[src/rtl/mem_stage.sv]
// Memory stage: one d-cache access per load/store, 1-cycle commit when the cache answers at once.
// Backpressure: ctrl_mem_stall while waiting on the cache; results that finish under ctrl_stall park in a hold buffer.
module mem_stage #(
  parameter int unsigned WAIT_TIMEOUT = 255
) (
  input  logic        ctrl_clk,
  input  logic        ctrl_rst_n,
  input  logic        ctrl_stall,
  input  logic        in_valid,
  input  logic [31:0] in_res,
  input  logic [31:0] in_store_data,
  input  logic        in_is_load,
  input  logic        in_is_store,
  input  logic [2:0]  in_funct3,
  input  logic [4:0]  in_rd,
  input  logic        in_reg_wen,
  output logic [31:0] dcache_addr,
  output logic        dcache_ren,
  output logic        dcache_wen,
  output logic [31:0] dcache_wdata,
  output logic [3:0]  dcache_wmask,
  input  logic [31:0] dcache_rdata,
  input  logic        dcache_rdy,
  output logic        ctrl_mem_stall,
  output logic [31:0] wb_data_reg,
  output logic [4:0]  wb_rd_reg,
  output logic        wb_wen_reg,
  output logic        wb_valid_reg,
  output logic        mem_fault_reg
);

  localparam int CNT_W = (WAIT_TIMEOUT > 1) ? $clog2(WAIT_TIMEOUT + 1) : 1;

  typedef enum logic [1:0] {S_IDLE, S_WAIT, S_HOLD} state_t;

  state_t           state, state_nxt;
  logic [CNT_W-1:0] wait_cnt, wait_cnt_nxt;

  logic        is_mem, legal, aligned, access, bad;
  logic [1:0]  lane;
  logic [31:0] rd_shift, load_fmt;
  logic [15:0] rd_half;
  logic        timed_out;
  logic        req, mem_stall, commit, capture, to_fault;

  logic [31:0] res_data;
  logic        res_wen, res_fault;
  logic [31:0] hold_data;
  logic [4:0]  hold_rd;
  logic        hold_wen, hold_valid, hold_fault;

  assign lane   = in_res[1:0];
  assign is_mem = in_valid & (in_is_load | in_is_store);

  always_comb begin
    legal = 1'b0;
    if (in_is_load) begin
      case (in_funct3)
        3'b000, 3'b001, 3'b010, 3'b100, 3'b101: legal = 1'b1;
        default:                                legal = 1'b0;
      endcase
    end else begin
      case (in_funct3)
        3'b000, 3'b001, 3'b010: legal = 1'b1;
        default:                legal = 1'b0;
      endcase
    end
    case (in_funct3[1:0])
      2'b01:   aligned = ~in_res[0];
      2'b10:   aligned = (in_res[1:0] == 2'b00);
      default: aligned = 1'b1;
    endcase
  end

  assign access = is_mem & legal & aligned;
  assign bad    = is_mem & ~(legal & aligned);

  assign rd_shift = dcache_rdata >> {lane, 3'b000};
  assign rd_half  = in_res[1] ? dcache_rdata[31:16] : dcache_rdata[15:0];

  always_comb begin
    case (in_funct3)
      3'b000:  load_fmt = {{24{rd_shift[7]}}, rd_shift[7:0]};
      3'b100:  load_fmt = {24'h0, rd_shift[7:0]};
      3'b001:  load_fmt = {{16{rd_half[15]}}, rd_half};
      3'b101:  load_fmt = {16'h0, rd_half};
      default: load_fmt = dcache_rdata;
    endcase
  end

  always_comb begin
    case (in_funct3[1:0])
      2'b00: begin
        dcache_wdata = {4{in_store_data[7:0]}};
        dcache_wmask = 4'b0001 << lane;
      end
      2'b01: begin
        dcache_wdata = {2{in_store_data[15:0]}};
        dcache_wmask = 4'b0011 << {in_res[1], 1'b0};
      end
      default: begin
        dcache_wdata = in_store_data;
        dcache_wmask = 4'b1111;
      end
    endcase
  end

  assign dcache_addr = {in_res[31:2], 2'b00};
  assign timed_out   = (WAIT_TIMEOUT != 0) && (wait_cnt == CNT_W'(WAIT_TIMEOUT));

  // Result of the instruction currently presented; a timeout overrides it with a fault.
  always_comb begin
    res_data  = in_res;
    res_wen   = in_reg_wen;
    res_fault = 1'b0;
    if (bad || to_fault) begin
      res_data  = 32'h0;
      res_wen   = 1'b0;
      res_fault = 1'b1;
    end else if (access && in_is_load) begin
      res_data = load_fmt;
    end else if (access) begin
      res_wen = 1'b0;
    end
  end

  always_comb begin
    state_nxt    = state;
    wait_cnt_nxt = wait_cnt;
    req          = 1'b0;
    mem_stall    = 1'b0;
    commit       = 1'b0;
    capture      = 1'b0;
    to_fault     = 1'b0;
    case (state)
      S_IDLE: begin
        if (access) begin
          req = 1'b1;
          if (dcache_rdy) begin
            if (ctrl_stall) begin
              capture   = 1'b1;
              state_nxt = S_HOLD;
            end else begin
              commit = 1'b1;
            end
          end else begin
            mem_stall    = 1'b1;
            state_nxt    = S_WAIT;
            wait_cnt_nxt = CNT_W'(1);
          end
        end else if (!ctrl_stall) begin
          commit = 1'b1;
        end
      end
      S_WAIT: begin
        if (dcache_rdy || timed_out) begin
          req      = dcache_rdy;
          to_fault = ~dcache_rdy;
          if (ctrl_stall) begin
            capture   = 1'b1;
            state_nxt = S_HOLD;
          end else begin
            commit    = 1'b1;
            state_nxt = S_IDLE;
          end
        end else begin
          req          = 1'b1;
          mem_stall    = 1'b1;
          wait_cnt_nxt = wait_cnt + 1'b1;
        end
      end
      S_HOLD: begin
        if (!ctrl_stall) begin
          commit    = 1'b1;
          state_nxt = S_IDLE;
        end
      end
      default: state_nxt = S_IDLE;
    endcase
  end

  // Reset gates the request combinationally so an in-flight access drops at once.
  assign dcache_ren     = ctrl_rst_n & req & in_is_load;
  assign dcache_wen     = ctrl_rst_n & req & in_is_store;
  assign ctrl_mem_stall = ctrl_rst_n & mem_stall;

  always_ff @(posedge ctrl_clk or negedge ctrl_rst_n) begin
    if (!ctrl_rst_n) begin
      state    <= S_IDLE;
      wait_cnt <= '0;
    end else begin
      state    <= state_nxt;
      wait_cnt <= wait_cnt_nxt;
    end
  end

  always_ff @(posedge ctrl_clk or negedge ctrl_rst_n) begin
    if (!ctrl_rst_n) begin
      hold_data     <= 32'h0;
      hold_rd       <= 5'h0;
      hold_wen      <= 1'b0;
      hold_valid    <= 1'b0;
      hold_fault    <= 1'b0;
      wb_data_reg   <= 32'h0;
      wb_rd_reg     <= 5'h0;
      wb_wen_reg    <= 1'b0;
      wb_valid_reg  <= 1'b0;
      mem_fault_reg <= 1'b0;
    end else begin
      if (capture) begin
        hold_data  <= res_data;
        hold_rd    <= in_rd;
        hold_wen   <= res_wen;
        hold_valid <= in_valid;
        hold_fault <= res_fault;
      end
      if (commit) begin
        if (state == S_HOLD) begin
          wb_data_reg   <= hold_data;
          wb_rd_reg     <= hold_rd;
          wb_wen_reg    <= hold_wen;
          wb_valid_reg  <= hold_valid;
          mem_fault_reg <= hold_fault;
        end else begin
          wb_data_reg   <= res_data;
          wb_rd_reg     <= in_rd;
          wb_wen_reg    <= res_wen;
          wb_valid_reg  <= in_valid;
          mem_fault_reg <= res_fault;
        end
      end
    end
  end

endmodule

[config.mk]
export PLATFORM = sky130hd
export DESIGN_NAME = mem_stage
export DESIGN_NICKNAME = d
export VERILOG_FILES = /design/src/rtl/mem_stage.sv
export SDC_FILE = /design/constraint.sdc
export NUM_CORES = 1
export LEC_CHECK = 0
export CAP_MARGIN = 40
export CORE_MARGIN = 2
export CORE_UTILIZATION = 48
export CTS_BUF_LIST = sky130_fd_sc_hd__clkbuf_4 sky130_fd_sc_hd__clkbuf_8 sky130_fd_sc_hd__clkbuf_16
export CTS_CLUSTER_DIAMETER = 40
export CTS_CLUSTER_SIZE = 30
export DETAILED_ROUTE_END_ITERATION = 12
export PLACE_DENSITY = 0.87
export SLEW_MARGIN = 20
export SYNTH_ARGS = -nofsm -noshare
export SYNTH_HDL_FRONTEND = slang
export SYNTH_SLANG_ARGS = --single-unit
[constraint.sdc]
create_clock -name ctrl_clk -period 8.46 [get_ports ctrl_clk]
set_input_delay 1.692 -clock ctrl_clk [delete_from_list [all_inputs] [get_ports ctrl_clk]]
set_output_delay 1.692 -clock ctrl_clk [all_outputs]
set_load 0.005 [all_outputs]
==> flow_metrics.py, run 1 <==
metrics = {
    "status": {
        "status": "complete, no violations",
    },
    "synth": {
        "synth_area_per_cell_sq_um": 8.65,
        "ys_ff_latch": 90,
        "async_reset_ff_share_pct": 100,
        "synth_area_sq_um": 5630,
        "synth_top_area_share_pct": 40.0,
        "synth-main-ff-cell": "dfrtp_1",
        "synthCells": 651,
        "synth_common_cells": "139 x nand2_1, 90 x dfrtp_1, 44 x nor2_1",
        "ys_warn_count": 0,
        "synth.most_common_cell": "nand2_1",
        "synth-edff-count": 0,
        "synthTopCellsByArea": "dfrtp_1 40%, nand2_1 9.3%, buf_4 5.3%",
        "synth_seq_area_share_pct": 40.0,
        "synth_cell_types": 60,
        "yosysTopAreaCell": "dfrtp_1",
    },
    "critical_path": {
        "cp_slowest_cell": "clkdlybuf4s50_1",
        "cp.arrival_ns": 4.76,
        "crit_fanout": 15,
        "critical-path-max-stage-delay_ns": 0.74,
        "crit_top_cell": "clkdlybuf4s50_1",
        "rr_endpoint": "wb_data_reg[27]",
        "startpoint_type": "input pin",
        "crit_start": "in_res[0]",
        "path_class": "input pin to output port",
        "cp_cell_sequence": "clkdlybuf4s50_1 -> or3b_4 -> a32o_1 -> nor3_2 -> nor2_1 -> a311oi_1 -> and2_1 -> clkdlybuf4s50_1",
        "rr_worst_depth": 8,
        "critPathTopFamily": "buffers and inverters",
        "path_buf_inv": 2,
        "critPathRequiredTime_ns": 6.77,
        "rrSetupSlack_ns": 5.64,
        "crit_cells": 8,
        "reg2reg_from": "wait_cnt[0]",
        "endpoint_kind": "output port",
        "setup.worst_path.end": "dcache_ren",
    },
    "sta": {
        "tns_ns": 0,
        "hold_ws_ns": 0.482,
        "rsz0062_at_grt": "false",
        "fin_worst_skew_ns": 0.00902,
        "slew_headroom_pct": 45.3,
        "post-route-period-util_pct": 76.2,
        "slew_violations": 0,
        "final_hold_viol_count": 0,
        "worst_slack_ns": 2.01,
        "min_period_ns": 6.45,
        "tightest_slew_ns": 0.810,
        "fmaxAchievable_mhz": 155,
        "finalSetupViolations": 0,
    },
    "floorplan": {
        "num_io_pins": 223,
        "initial_core_util_pct": 49.3,
        "core_sq_um": 11400,
        "die-area_sq_um": 12600,
        "rows": 39,
        "die_h_um": 112,
        "dieWidth_um": 112,
    },
    "drt": {
        "ant_nets": 0,
        "wire_per_inst_um": 19.4,
        "drt_wl_total_mm": 18.6,
        "viasPerCell": 5.93,
        "drt_iter0_markers": 455,
        "first_pass_iters": 5,
        "drc": 0,
        "vias": 5687,
    },
    "grt": {
        "antenna_found_initial": 0,
        "grt_use_total_pct": 29.4,
        "first_global_vias": 5663,
        "overflow": 0,
        "grt_first_pass_wirelength_mm": 29.6,
        "grt_max_degree": 79,
    },
    "cells_and_area": {
        "multi_input_area_sq_um": 2860,
        "fill_cells": 907,
        "fin_cells": 959,
        "seq_area_sq_um": 2250,
        "design_area_sq_um": 7970,
        "syn_to_final_growth_pct": 41.5,
        "drive_above_1_share_pct": 6.62,
        "final_nets": 928,
        "diodes": 0,
    },
    "flow_run": {
        "maxCapViolations": 0,
    },
    "place": {
        "gp_congestion": 0.868,
        "pre_cts_slack_ns": 1.70,
        "placed_cell_area_sq_um": 7630,
        "dp_hpwl_mm": 13.9,
        "post-place-cells": 940,
        "io_buffers": 220,
    },
    "power": {
        "worst_ir_drop_vdd_mv": 0.143,
        "leakage_nw": 3.50,
        "p_per_area_nw_per_um2": 187,
    },
    "clock_network": {
        "postCtsHoldBufs": 0,
        "post-cts-setup-buffers": 0,
        "tritoncts": "built",
        "cts_buffer_depth": 2,
        "ctsRootBufferMaster": "clkbuf_16",
        "clock_latency_ns": 0.34,
        "path_clk_slew_ns": 0.06,
        "cts_buffers": 9,
        "cts.sinks": 90,
        "h-tree-depth": 3,
        "post_cts_resized": 0,
    },
    "hold_path": {
        "hp-class": "register to register",
    },
}
-- worst min-delay path, stage by stage (launching register included) --
cell and delay [ns]:
dfrtp_1 0.34, nand2_1 0.05, o21ai_0 0.06
-- area by class of cell --
class	count	area share (%)
Sequential cell	90	28.3
Multi-Input combinational cell	465	36.0
Tap cell	143	2.25
Clock buffer	11	3.17
Clock inverter	5	0.456
Inverter	12	0.566
Timing Repair Buffer	233	29.3
-- cells by family after synthesis --
logic type	synth area share, %
compound gates	25.7
fa+ha+maj	1.11
buf+inv	9.72
other cells	0.0666
mux	5.89
flops	40.0
simple gates	16.7
xor+xnor	0.778
-- worst min path at each step --
stage | startpoint | end | slack, ns | cells after the start
final | hold_valid | hold_valid | 0.48 | 2
after global routing | hold_data[3] | hold_data[3] | 0.50 | 2
after CTS | hold_valid | hold_valid | 0.49 | 2
after detailed placement | hold_data[1] | hold_data[1] | 0.47 | 2
after global placement | hold_data[3] | hold_data[3] | 0.46 | 2
after floorplan | hold_data[1] | hold_data[1] | 0.44 | 2
-- per-stage QoR --
step | util (%) | total power [mW]
after floorplan | - | 0.852
after global placement | 66.6 | 1.08
after detailed placement | 66.9 | 1.11
after CTS | 69.4 | 1.49
after global routing | 69.8 | 1.57
final | 69.8 | 1.49
-- layer usage --
| metal | GRT usage (%) | routed length, um | vias up | part of all wire, % |
|---|---|---|---|---|
| li1 | - | - | 2600 | - |
| met5 | 0 | 0 | - | 0 |
| met1 | 37.6 | 7230 | 2704 | 39 |
| met2 | 48.5 | 9000 | 332 | 48 |
| met4 | 12.0 | 720 | 0 | 3.9 |
| met3 | 6.59 | 1660 | 51 | 8.9 |
-- power by group --
part	internal (mW)	total [mW]	switching, mW
Combinational	0.274	0.490	0.216
Sequential	0.543	0.613	0.0694
Clock	0.217	0.386	0.169
-- placed cells by master, fill, tap and decap left out, types with 11 or more instances in the layout --
| master | instances |
|---|---|
| inv_1 | 12 |
| o21ai_0 | 34 |
| a21oi_1 | 42 |
| clkdlybuf4s50_1 | 219 |
| nand2_1 | 139 |
| nor2_1 | 44 |
| a22oi_1 | 13 |
| mux2i_1 | 23 |
| o21ai_1 | 11 |
| a2bb2oi_1 | 15 |
| a22o_1 | 28 |
| dfrtp_1 | 90 |
| o22a_1 | 15 |
(Power assumes the default switching activity.)
==> run 2: changes to the inputs <==
- CORE_UTILIZATION: 48 -> 40
- PLACE_DENSITY: 0.87 -> 0.78
- clock period: 8.46 -> 5.5 ns (I/O delays scaled with it)
==> flow_metrics.py, run 2 (same netlist as run 1, synthesis figures left out) <==
metrics = {
    "critical_path": {
        "reg2reg_from": "wait_cnt[0]",
        "critPathRequiredTime_ns": 4.40,
        "rrSetupSlack_ns": 2.81,
        "endpoint_kind": "output port",
        "crit_start": "in_funct3[0]",
        "rr_worst_depth": 7,
        "crit_fanout": 5,
        "path_class": "input pin to output port",
        "startpoint_type": "input pin",
        "rr_endpoint": "hold_data[26]",
        "cp.arrival_ns": 4.04,
    },
    "floorplan": {
        "core_sq_um": 13800,
        "die_h_um": 123,
        "initial_core_util_pct": 40.7,
        "num_io_pins": 223,
        "dieWidth_um": 123,
        "rows": 43,
        "die-area_sq_um": 15000,
    },
    "clock_network": {
        "post_cts_resized": 0,
        "clock_latency_ns": 0.35,
        "cts_buffer_depth": 2,
        "postCtsHoldBufs": 0,
        "cts.sinks": 90,
        "path_clk_slew_ns": 0.06,
        "tritoncts": "built",
        "post-cts-setup-buffers": 0,
        "h-tree-depth": 3,
        "ctsRootBufferMaster": "clkbuf_16",
        "cts_buffers": 9,
    },
    "drt": {
        "ant_nets": 0,
        "viasPerCell": 5.55,
        "drt_iter0_markers": 352,
        "first_pass_iters": 5,
        "wire_per_inst_um": 18.9,
        "drt_wl_total_mm": 18.8,
        "vias": 5545,
        "drc": 0,
    },
    "cells_and_area": {
        "syn_to_final_growth_pct": 42.8,
        "multi_input_area_sq_um": 2860,
        "fill_cells": 1222,
        "mostFrequentLayoutCells": "219 x clkdlybuf4s50_1, 139 x nand2_1, 90 x dfrtp_1",
        "design_area_sq_um": 8040,
        "diodes": 0,
        "seq_area_sq_um": 2250,
        "drive_above_1_share_pct": 6.96,
        "final_nets": 931,
        "final_common_cell": "clkdlybuf4s50_1",
    },
    "grt": {
        "grt_use_total_pct": 25.4,
        "first_global_vias": 5271,
        "antenna_found_initial": 0,
        "overflow": 0,
        "grt_first_pass_wirelength_mm": 29.1,
        "grt_max_degree": 55,
    },
    "hold_path": {
        "hold_end": "hold_data[3]",
        "min_path_cells": 2,
        "hold_path.startpoint": "hold_data[3]",
        "hp-class": "register to register",
    },
    "sta": {
        "post-route-period-util_pct": 93.5,
        "slew_violations": 0,
        "rsz0062_at_grt": "false",
        "slew_headroom_pct": 37.4,
        "fmaxAchievable_mhz": 194,
        "final_hold_viol_count": 0,
        "tns_ns": 0,
        "tightest_slew_ns": 0.927,
        "min_period_ns": 5.14,
        "fin_worst_skew_ns": 0.0106,
        "finalSetupViolations": 0,
    },
    "power": {
        "leakage_nw": 3.52,
        "p_per_area_nw_per_um2": 293,
        "worst_ir_drop_vdd_mv": 0.163,
    },
    "place": {
        "gp_congestion": 0.871,
        "dp_hpwl_mm": 14.1,
        "placed_cell_area_sq_um": 7720,
        "io_buffers": 220,
    },
    "status": {
        "status": "complete, no violations",
    },
    "flow_run": {
        "maxCapViolations": 0,
    },
}
run 2: routing by layer:
metal,global-route usage [%],routed length [um],vias to the layer above
li1,-,-,2612
met4,7.33,308,0
met1,33.2,8070,2659
met5,0,0,-
met3,4.51,1240,22
met2,43.0,9230,252
run 2: report_power, final:
group | switching [mW] | internal (mW)
sequential | 0.103 | 0.836
combinational | 0.328 | 0.423
clock | 0.254 | 0.408
run 2: worst max-delay path by stage:
stage	to	slack, ns	cells past startpoint
floorplan	ctrl_mem_stall	1.64	7
global placement	dcache_wen	0.45	10
detailed placement	dcache_wen	0.38	10
CTS	dcache_wen	0.37	10
global route	dcache_wen	0.19	10
finish	dcache_wen	0.36	10
run 2: area by class of cell:
type                       count  share of cell area [%]
sequential                    90                    28.0
multi-input combinational    465                    35.6
clock buffer                  11                    2.99
inverter                      12                   0.560
tap                          180                    2.80
timing repair buffer         236                    29.0
clock inverter                 5                   0.981
run 2: through the flow:
stage,utilization (%),cells,power (mW),worst slack (ns),hold WS [ns]
5_1_grt,58.1,999,2.49,0.185,0.511
3_5_place_dp,55.8,983,1.70,0.378,0.471
3_3_place_gp,55.8,983,1.68,0.448,0.459
6_report,58.1,999,2.35,0.358,0.484
4_1_cts,58.1,999,2.37,0.369,0.485
2_1_floorplan,-,652,1.31,1.64,0.445
run 2: worst max-delay path: stages:
cell and delay (ns):
clkdlybuf4s50_1 0.49, inv_1 0.15, ha_1 0.16, or3b_4 0.39, a32o_1 0.35, nor3_2 0.32
nor2_1 0.13, a311oi_1 0.29, and2_1 0.17, clkdlybuf4s50_1 0.49
